### src/rtl/seq_lock_param.sv
// Parametrised two-button sequence lock with a reprogrammable code,
// failed-attempt lockout and an entry inactivity timeout.
module seq_lock_param #(
  parameter int                  CODE_LEN       = 4,
  parameter logic [CODE_LEN-1:0] DEFAULT_CODE   = 4'b0110,
  parameter int                  MAX_FAIL       = 3,
  parameter int                  LOCKOUT_CYCLES = 64,
  parameter int                  TIMEOUT_CYCLES = 256
) (
  input  logic                          clk,
  input  logic                          RESET_Button,
  input  logic                          ZERO_Button,
  input  logic                          ONE_Button,
  input  logic                          PROG_Button,
  input  logic                          LOCK_Button,
  output logic                          UNLOCK_Output,
  output logic                          LOCKOUT_Output,
  output logic                          FAIL_Pulse,
  output logic [$clog2(CODE_LEN+1)-1:0] DIGIT_Count
);

  localparam int DW = $clog2(CODE_LEN+1);
  localparam int TW = $clog2(TIMEOUT_CYCLES+1);
  localparam int LW = $clog2(LOCKOUT_CYCLES+1);

  localparam logic [DW-1:0] LAST_DIG = DW'(CODE_LEN-1);
  localparam logic [TW-1:0] TO_LAST  = TW'(TIMEOUT_CYCLES-1);
  localparam logic [LW-1:0] LO_LAST  = LW'(LOCKOUT_CYCLES-1);
  localparam logic [3:0]    FAIL_MAX = 4'(MAX_FAIL);

  typedef enum logic [2:0] {
    S_LOCKED,
    S_ENTRY,
    S_UNLOCKED,
    S_PROGRAM,
    S_LOCKOUT
  } state_t;

  state_t              state_q;
  logic [3:0]          btn_q;
  logic [CODE_LEN-1:0] code_q;
  logic [CODE_LEN-1:0] cmp_q;
  logic [CODE_LEN-2:0] stage_q;
  logic [DW-1:0]       cnt_q;
  logic [TW-1:0]       tmr_q;
  logic [LW-1:0]       lo_q;
  logic [3:0]          fcnt_q;
  logic                mis_q;
  logic                unlock_q;
  logic                lockout_q;
  logic                fail_q;

  logic [3:0] btn_in;
  logic [3:0] ev;
  logic       dig_ev;
  logic       dig;
  logic       exp_bit;
  logic       mis_d;
  logic       idle_to;
  logic [3:0] fcnt_d;

  assign btn_in  = {PROG_Button, LOCK_Button, ONE_Button, ZERO_Button};
  assign ev      = btn_in & ~btn_q;
  // Simultaneous ZERO and ONE edges cancel out.
  assign dig_ev  = ev[0] ^ ev[1];
  assign dig     = ev[1];
  assign exp_bit = (state_q == S_LOCKED) ? code_q[CODE_LEN-1]
                                         : cmp_q[CODE_LEN-1];
  assign mis_d   = mis_q | (dig != exp_bit);
  assign idle_to = (tmr_q == TO_LAST);
  assign fcnt_d  = (fcnt_q == 4'hF) ? fcnt_q : fcnt_q + 4'd1;

  always_ff @(posedge clk or posedge RESET_Button) begin
    if (RESET_Button) begin
      state_q   <= S_LOCKED;
      btn_q     <= '0;
      code_q    <= DEFAULT_CODE;
      cmp_q     <= '0;
      stage_q   <= '0;
      cnt_q     <= '0;
      tmr_q     <= '0;
      lo_q      <= '0;
      fcnt_q    <= '0;
      mis_q     <= 1'b0;
      unlock_q  <= 1'b0;
      lockout_q <= 1'b0;
      fail_q    <= 1'b0;
    end else begin
      btn_q  <= btn_in;
      fail_q <= 1'b0;
      unique case (state_q)
        S_LOCKED: begin
          if (dig_ev) begin
            state_q <= S_ENTRY;
            cnt_q   <= DW'(1);
            mis_q   <= mis_d;
            cmp_q   <= code_q << 1;
            tmr_q   <= '0;
          end
        end
        S_ENTRY: begin
          if (dig_ev) begin
            tmr_q <= '0;
            if (cnt_q == LAST_DIG) begin
              cnt_q <= '0;
              mis_q <= 1'b0;
              if (!mis_d) begin
                state_q  <= S_UNLOCKED;
                unlock_q <= 1'b1;
                fcnt_q   <= '0;
              end else begin
                fail_q <= 1'b1;
                fcnt_q <= fcnt_d;
                if (fcnt_d == FAIL_MAX) begin
                  state_q   <= S_LOCKOUT;
                  lockout_q <= 1'b1;
                  lo_q      <= '0;
                end else begin
                  state_q <= S_LOCKED;
                end
              end
            end else begin
              cnt_q <= cnt_q + DW'(1);
              mis_q <= mis_d;
              cmp_q <= cmp_q << 1;
            end
          end else if (idle_to) begin
            state_q <= S_LOCKED;
            cnt_q   <= '0;
            mis_q   <= 1'b0;
          end else begin
            tmr_q <= tmr_q + TW'(1);
          end
        end
        S_UNLOCKED: begin
          if (ev[2]) begin
            state_q  <= S_LOCKED;
            unlock_q <= 1'b0;
          end else if (ev[3]) begin
            state_q  <= S_PROGRAM;
            unlock_q <= 1'b0;
            cnt_q    <= '0;
            tmr_q    <= '0;
            stage_q  <= '0;
          end
        end
        S_PROGRAM: begin
          if (ev[2]) begin
            state_q <= S_LOCKED;
            cnt_q   <= '0;
          end else if (dig_ev) begin
            tmr_q   <= '0;
            stage_q <= (CODE_LEN-1)'({stage_q, dig});
            if (cnt_q == LAST_DIG) begin
              code_q  <= {stage_q, dig};
              state_q <= S_LOCKED;
              cnt_q   <= '0;
            end else begin
              cnt_q <= cnt_q + DW'(1);
            end
          end else if (idle_to) begin
            state_q  <= S_UNLOCKED;
            unlock_q <= 1'b1;
            cnt_q    <= '0;
          end else begin
            tmr_q <= tmr_q + TW'(1);
          end
        end
        S_LOCKOUT: begin
          if (lo_q == LO_LAST) begin
            state_q   <= S_LOCKED;
            lockout_q <= 1'b0;
            fcnt_q    <= '0;
          end else begin
            lo_q <= lo_q + LW'(1);
          end
        end
        default: state_q <= S_LOCKED;
      endcase
    end
  end

  assign UNLOCK_Output  = unlock_q;
  assign LOCKOUT_Output = lockout_q;
  assign FAIL_Pulse     = fail_q;
  assign DIGIT_Count    = cnt_q;

endmodule

### config.mk
export PLATFORM = sky130hd
export DESIGN_NAME = seq_lock_param
export DESIGN_NICKNAME = d
export VERILOG_FILES = /design/src/rtl/seq_lock_param.sv
export SDC_FILE = /design/constraint.sdc
export NUM_CORES = 1
export LEC_CHECK = 0
export CAP_MARGIN = 30
export CORE_MARGIN = 2
export CORE_UTILIZATION = 50
export CTS_CLUSTER_SIZE = 20
export DETAILED_ROUTE_END_ITERATION = 10
export HOLD_SLACK_MARGIN = 0.08
export PLACE_DENSITY = 0.79
export SLEW_MARGIN = 15
export SYNTH_ARGS = -nofsm -noshare
export SYNTH_HDL_FRONTEND = slang
export SYNTH_SLANG_ARGS = --single-unit
### constraint.sdc
create_clock -name clk -period 2.8 [get_ports clk]
set_input_delay 0.56 -clock clk [delete_from_list [all_inputs] [get_ports clk]]
set_output_delay 0.56 -clock clk [all_outputs]
set_load 0.03 [all_outputs]
After elaboration in Yosys (flattened, before gate mapping)
Cells that the tools add are included.
Widths: inputs -> output; s select.
{"block": "totals", "inputBits": 6, "word_cells": 141, "ff_bits": 45}
{"block": "classes", "n_addsub": 4, "mux": 72, "reduce_logical": 17, "bitwise": 5, "n_eq_ne": 30}
{"op": "$mux 3", "n": 21}
{"op": "$mux 9", "n": 6}
{"op": "$pmux 9 s4", "n": 1}
{"op": "$mux 7", "n": 5}
{"op": "$mux 4", "n": 8}
{"op": "$ne 2x2->1 const B", "n": 15}
{"op": "$mux 1", "n": 22}
{"op": "$pmux 4 s2", "n": 2}
{"op": "$reduce_and 4->1", "n": 4}
{"op": "$pmux 3 s5", "n": 1}
{"op": "$pmux 7 s2", "n": 1}
{"op": "$pmux 3 s4", "n": 1}
{"op": "$reduce_and 6->1", "n": 2}
{"op": "$reduce_and 5->1", "n": 2}
{"op": "$add 9x1->9 const B", "n": 1}
{"op": "$eq 3x2->1 const B", "n": 3}
{"op": "$eq 9x8->1 const B", "n": 1}
{"op": "$ne 3x3->1 const B", "n": 3}
{"op": "$ne 4x4->1 const B", "n": 2}
{"op": "$reduce_and 8->1", "n": 1}
{"op": "$add 7x1->7 const B", "n": 1}
{"op": "$eq 7x6->1 const B", "n": 1}
{"op": "$reduce_and 7->1", "n": 1}
{"op": "$pmux 3 s2", "n": 1}
{"op": "19 further kinds", "n": 22}

Depth between registers and ports, before layout
Gate-level depths: netlist of the first run.
{"block": "logic_depth", "depth_word": 8, "ltp_mapped": 10, "mapped_depth_nobuf": 9}

Worst setup path before layout of the first run
OpenSTA, ideal clock, no wires.
{"block": "synth_timing", "kind": "register to register", "from": "reg tmr_q[0]", "to": "reg tmr_q[3]", "synth_period_minus_slack_ps": 2411, "setup_ps": 69, "path_stages_with_launch": 10, "arrival_time_ps": 2342, "path_buffers": 0, "setup_slack_ps": 389, "path_cell_list": "dfrtp_1 > ha_1 > and3_1 > and3_1 > and3_1 > ha_1 > a32oi_4 > nand2_2 > or4_1 > nand3_1"}
{"block": "synth_between", "elab_chain_cells": 5}
{"item": "start, declared", "line": "45", "rtl": "logic [TW-1:0] tmr_q;"}
{"item": "start signal, assigned", "line": "132", "rtl": "tmr_q <= tmr_q + TW'(1);"}
{"item": "start signal, assigned", "line": "166", "rtl": "tmr_q <= tmr_q + TW'(1);"}
{"item": "$add 9x1->9 or $eq 9x8->1 (tied branches)", "line": "132, 166, 70"}
{"item": "$mux 9 *", "line": "127, 161"}
{"item": "$mux 9 *", "line": "151", "rtl": "end else if (dig_ev) begin"}
{"item": "$mux 9", "line": "148", "rtl": "if (ev[2]) begin"}
{"item": "$pmux 9 s4 *", "line": "91", "rtl": "unique case (state_q)"}
Every way passes the cells marked *; elsewhere a longest branch is shown, timed or not. The select of a mux whose other input is x is not followed.
A chain may end at the register's enable or synchronous reset.

Worst setup path after layout of the first run
Ends and elaborated chain as after synthesis.

==> flow_summary.ini, run 1 <==
[yosys]
synth_edf_count = 0
synthesis.nets = 250
synth_ff_type = dfrtp_1
synth.distinct_cells = 52
synthArstFlopShare_pct = 100
synth_area_leaders = dfrtp_1, nand2_1, o21ai_0, nand3_1, nor2_1
netlist_area_sq_um = 2360
yosys_warnings = 0
synth_top_area_share_pct = 44.6
synth_cells = 239
synth_top_area_cell = dfrtp_1
ys_seq_area_share_pct = 46.8
syn_avg_cell_area_sq_um = 9.86
ys_ff_latch = 44

[timing]
fin_crit_ns = 2.60
slew_violations = 0
hold_viol = 0
grt_setup_unrepaired = no
layout_worst_path_cycle_share_pct = 92.7
setup_viol = 0
worst_pin_slew_ns = 0.468
setup_tns_ns = 0
skew_ns = 0.00923
slew_headroom_pct = 68.6
fmax_ghz = 0.385
worst_slack_ns = 0.203

[min_path]
hold_path_depth = 1
worstHoldEndpoint = LOCKOUT_Output
hold_path.class = reg2reg
hp-start = LOCKOUT_Output

[clocking]
cts_root_buf = clkbuf_8
cts_htree_levels = 2
post_cts_resized = 0
clkSinkCount = 44
cts_made_buffers = 5
clk_pin_slew_worst_paths_ns = 0.08
clk_latency_ns = 0.29
clockBufferDepth = 2
tritoncts = yes
cts_hold_buf = 0
post-cts-setup-buffers = 0

[finish]
final_cell_count_no_fill = 311
nFillCells = 385
area_growth_pct = 12.0
drive_gt1_share_pct = 12.0
final_area_sq_um = 2640
nets = 269
diodes = 0

[grt]
grt_use_total_pct = 19.3
antenna_found_initial = 0
grt_max_degree = 45
grt_pass1_vias = 1753
gr-total-overflow = 0
grt_pass1_wl_microns = 8000

[setup_path]
critical_path_class = reg2reg
path_max_fanout = 5
crit_slowest_cell = or4_1
ff2ff_path_depth = 9
start_kind = flop
crit_path_cell_trace = ha_1, and3_1, and3_1, and3_1, ha_1, a32oi_4, nand2_2, or4_1, nand3_1
cp.arrival_ns = 2.82
cp_slowest_stage_delay_ns = 0.51
r2r_slack_ns = 0.20
required_ns = 3.02
crit_top_cell = and3_1
rr_startpoint = tmr_q[0]
end_kind = flop
worstReg2RegEnd = tmr_q[3]

[route]
drc_errors = 0
drtIter0Drc = 89
dr_total_vias = 1822
avgViaCountPerCell = 5.86
wire_per_inst_microns = 14.3
drtPass1Iterations = 4
wirelength_microns = 4460
ant_nets = 0

[floorplan]
die_y_microns = 72.6
rows = 24
start_util_pct = 53.0
fp.dieW_microns = 72.6
io_pins = 12
coreArea_sq_um = 4440
dieArea_sq_um = 5280

[power]
ir_drop_uv = 270
p_per_area_nw_per_um2 = 408
cellLeakagePower_nw = 1.13
p_total_mw = 1.08

[status]
status = finished clean

[place]
gp_congestion = 0.822
placed_cells = 303
pre_cts_ws_ns = 0.111
place_hpwl_microns = 3220
place_area_sq_um = 2560
io_buffers = 11

[job]
drv_cap = 0
-- metrics by stage --
| stage | hold slack (ns) | utilization (%) |
|---|---|---|
| 4_1_cts | 0.492 | 59.4 |
| 2_1_floorplan | 0.448 | - |
| 5_1_grt | 0.507 | 59.4 |
| 3_3_place_gp | 0.461 | 57.5 |
| 6_report | 0.489 | 59.4 |
| 3_5_place_dp | 0.471 | 57.5 |
-- report_power, final --
part	internal, mW	leakage (nW)	switching [mW]	total (mW)
registers	0.640	0.576	0.00343	0.644
logic	0.0228	0.512	0.0374	0.0602
clock network	0.175	0.0422	0.198	0.373
-- flip-flops by register name, indices dropped and copies added, names as in the netlist --
| register | flops |
|---|---|
| DIGIT_Count | 3 |
| FAIL_Pulse | 1 |
| LOCKOUT_Output | 1 |
| UNLOCK_Output | 1 |
| btn_q | 4 |
| cmp_q | 3 |
| code_q | 4 |
| fcnt_q | 4 |
| lo_q | 7 |
| mis_q | 1 |
| stage_q | 3 |
| state_q | 3 |
| tmr_q | 9 |
-- layer usage --
metal  share of wire [%]  vias up  GRT usage, %
li1                    -      913             -
met1                  50      878          27.6
met2                  46       26          29.5
met3                 3.4        5          4.70
met4                 1.1        0          5.76
met5                   0        -             0
-- cells by family after synthesis --
logic type | Yosys count | share of synthesized area [%]
flip-flops | 44 | 46.8
multiplexers | 8 | 3.61
AND/OR/NAND/NOR | 93 | 20.5
XOR/XNOR | 6 | 2.55
adder cells (fa/ha/maj) | 5 | 2.66
AO/OA/AOI/OAI | 66 | 20.1
buffers and inverters | 17 | 3.72
-- synth_stat cells (all sizes together) (4+ instances only) --
master	count
clkbuf	4
nand2	25
a211oi	4
dfrtp	42
inv	9
a21oi	10
and3	6
nand3	14
nor2	20
buf	4
xnor2	4
nand3b	5
ha	5
mux2i	4
a22o	5
o21ai	19
mux2	4
or4	4
nand4	4
o31ai	8
nand2b	4
o22ai	4
-- area by class of cell --
| class | instances | area, sq um | area share [%] |
|---|---|---|---|
| Multi-Input combinational cell | 178 | 1160 | 44.1 |
| Tap cell | 52 | 65.1 | 2.47 |
| Sequential cell | 44 | 1100 | 41.8 |
| Clock inverter | 1 | 5.00 | 0.190 |
| Inverter | 9 | 33.8 | 1.28 |
| Timing Repair Buffer | 20 | 190 | 7.21 |
| Clock buffer | 7 | 76.3 | 2.89 |
-- layout by cell type, fill, tap and decap left out, types with 4 or more instances in the layout --
cell type	n
o21ai_0	17
o31ai_1	8
mux2_2	4
a21oi_1	9
buf_4	8
inv_1	8
clkdlybuf4s50_1	11
dfrtp_1	42
nand4_1	4
nor2_1	18
and3_1	6
nand3_1	14
or4_1	4
o22ai_1	4
nand3b_1	5
a22o_1	5
mux2i_1	4
clkbuf_8	5
xnor2_1	4
ha_1	5
nand2_1	24
-- critical path, delay by kind of cell (launching register included) --
kind / cells / cell delay [ns]
simple gates: 6 / 1.31
fa+ha+maj: 2 / 0.49
flops: 1 / 0.41
compound gates: 1 / 0.32
-- worst max path at each step --
stage | start | end | cells after the start
floorplan | tmr_q[0] | tmr_q[3] | 9
global placement | ZERO_Button | fcnt_q[0] | 7
detailed placement | ZERO_Button | fcnt_q[0] | 7
CTS | tmr_q[0] | tmr_q[3] | 9
global route | tmr_q[0] | tmr_q[3] | 9
finish | tmr_q[0] | tmr_q[3] | 9
Note: power is estimated with default switching activity, not from simulation.
==> inputs of run 2 (changes only) <==
--- a/config.mk
+++ b/config.mk
@@ -11,6 +11,7 @@
 export CTS_CLUSTER_SIZE = 20
 export DETAILED_ROUTE_END_ITERATION = 10
 export HOLD_SLACK_MARGIN = 0.08
+export MAX_ROUTING_LAYER = met4
 export PLACE_DENSITY = 0.79
 export SLEW_MARGIN = 15
 export SYNTH_ARGS = -nofsm -noshare
==> run 2 against run 1 <==
  * Routed wire length did not move
  * Global-route usage rose by 0.61 points
  * Combinational power barely moved
  * Maximum frequency barely moved
  * First-iteration DRC count fell by 1.1%
  * Sequential power barely moved
  * Largest cell class unchanged
==> flow_summary.ini, run 2 (synthesis gave the netlist of run 1 again) <==
[timing]
fmax_ghz = 0.385
worst_pin_slew_ns = 0.468
slew_violations = 0
hold_viol = 0
grt_setup_unrepaired = no
setup_viol = 0
slew_headroom_pct = 68.6
whs_ns = 0.489
fin_crit_ns = 2.60
setup_tns_ns = 0
layout_worst_path_cycle_share_pct = 92.8
skew_ns = 0.00923

[place]
place_hpwl_microns = 3220
gp_congestion = 0.835
io_buffers = 11
placed_cells = 303

[floorplan]
die_y_microns = 72.6
io_pins = 12
coreArea_sq_um = 4440
fp.dieW_microns = 72.6
start_util_pct = 53.0
dieArea_sq_um = 5280
rows = 24

[grt]
antenna_found_initial = 0
grt_max_degree = 45
grt_use_total_pct = 20.0
gr-total-overflow = 0
grt_pass1_vias = 1750
grt_pass1_wl_microns = 8020

[clocking]
cts_htree_levels = 2
cts_hold_buf = 0
clk_pin_slew_worst_paths_ns = 0.08
tritoncts = yes
clkSinkCount = 44
post-cts-setup-buffers = 0
clockBufferDepth = 2
cts_root_buf = clkbuf_8
cts_made_buffers = 5
post_cts_resized = 0
clk_latency_ns = 0.29

[setup_path]
start_kind = flop
ff2ff_path_depth = 9
path_max_fanout = 5
cp.arrival_ns = 2.82
end_kind = flop
critical_path_class = reg2reg
required_ns = 3.02

[route]
met1_length_microns = 2230
ant_nets = 0
dr_wl_met2_microns = 2030
drc_errors = 0
highest_layer = met4
met3_length_microns = 152
wirelength_microns = 4460
drtPass1Iterations = 4
avgViaCountPerCell = 5.86
drtIter0Drc = 88
dr_total_vias = 1822
wire_per_inst_microns = 14.3

[status]
status = finished clean

[finish]
reg.largest.list = tmr_q: 9 flops, lo_q: 7 flops
diodes = 0
area_growth_pct = 12.0
layout_commonest_cell = dfrtp_1
postLayoutCoreUtil_pct = 59.4
largest_reg_flops = 9
top_register = tmr_q
nets = 269
drive_gt1_share_pct = 12.0
final_cell_count_no_fill = 311
final_cell_mix = dfrtp_1, nand2_1, nor2_1

[job]
drv_cap = 0

[power]
ir_drop_uv = 270
p_total_mw = 1.08
p_per_area_nw_per_um2 = 408
cellLeakagePower_nw = 1.13

[min_path]
hold_path_depth = 1
hold_path.class = reg2reg
[run 2: cell counts in the layout (fill, tap and decap cells not counted)]
Identical to the previous run, type by type.
[run 2: layout make-up]
class | count | area, sq um
tap | 52 | 65.1
sequential | 44 | 1100
fill | 385 | 1810
clock inverter | 1 | 5.00
inverter | 9 | 33.8
multi-input combinational | 178 | 1160
clock buffer | 7 | 76.3
timing repair buffer | 20 | 190
[run 2: per-layer routing]
layer  track usage (%)  vias to the layer above
li1                  -                      913
met1              27.8                      878
met2              29.4                       26
met3              4.70                        5
met4              5.76                        0
met5                 -                        -
[run 2: metrics by stage]
step | instance area, sq um | setup slack [ns]
global route | 2640 | 0.0726
floorplan | 2360 | 0.389
finish | 2640 | 0.203
global placement | 2560 | 0.205
detailed placement | 2560 | 0.111
CTS | 2640 | 0.199
[run 2: worst max-delay path, cell delays in order, from the launching register on]
cell,delay [ns]
dfrtp_1,0.41
ha_1,0.23
and3_1,0.21
and3_1,0.21
and3_1,0.19
ha_1,0.26
a32oi_4,0.32
nand2_2,0.10
or4_1,0.51
nand3_1,0.09
[run 2: where the power goes]
part	internal [mW]	leakage (nW)	switching [mW]	total, mW
clock	0.175	0.0422	0.198	0.373
combinational	0.0228	0.512	0.0374	0.0602
sequential	0.640	0.576	0.00343	0.644
total	0.838	1.13	0.239	1.08
[run 2: final timing paths]
kind	slack (ns)	from	end
min in group asynchronous	0.60	RESET_Button	lo_q[3]
max	0.20	tmr_q[0]	tmr_q[3]
min reg2reg	0.49	LOCKOUT_Output	LOCKOUT_Output
max in group asynchronous	1.93	RESET_Button	code_q[1]
min	0.49	LOCKOUT_Output	LOCKOUT_Output
max reg2reg	0.20	tmr_q[0]	tmr_q[3]
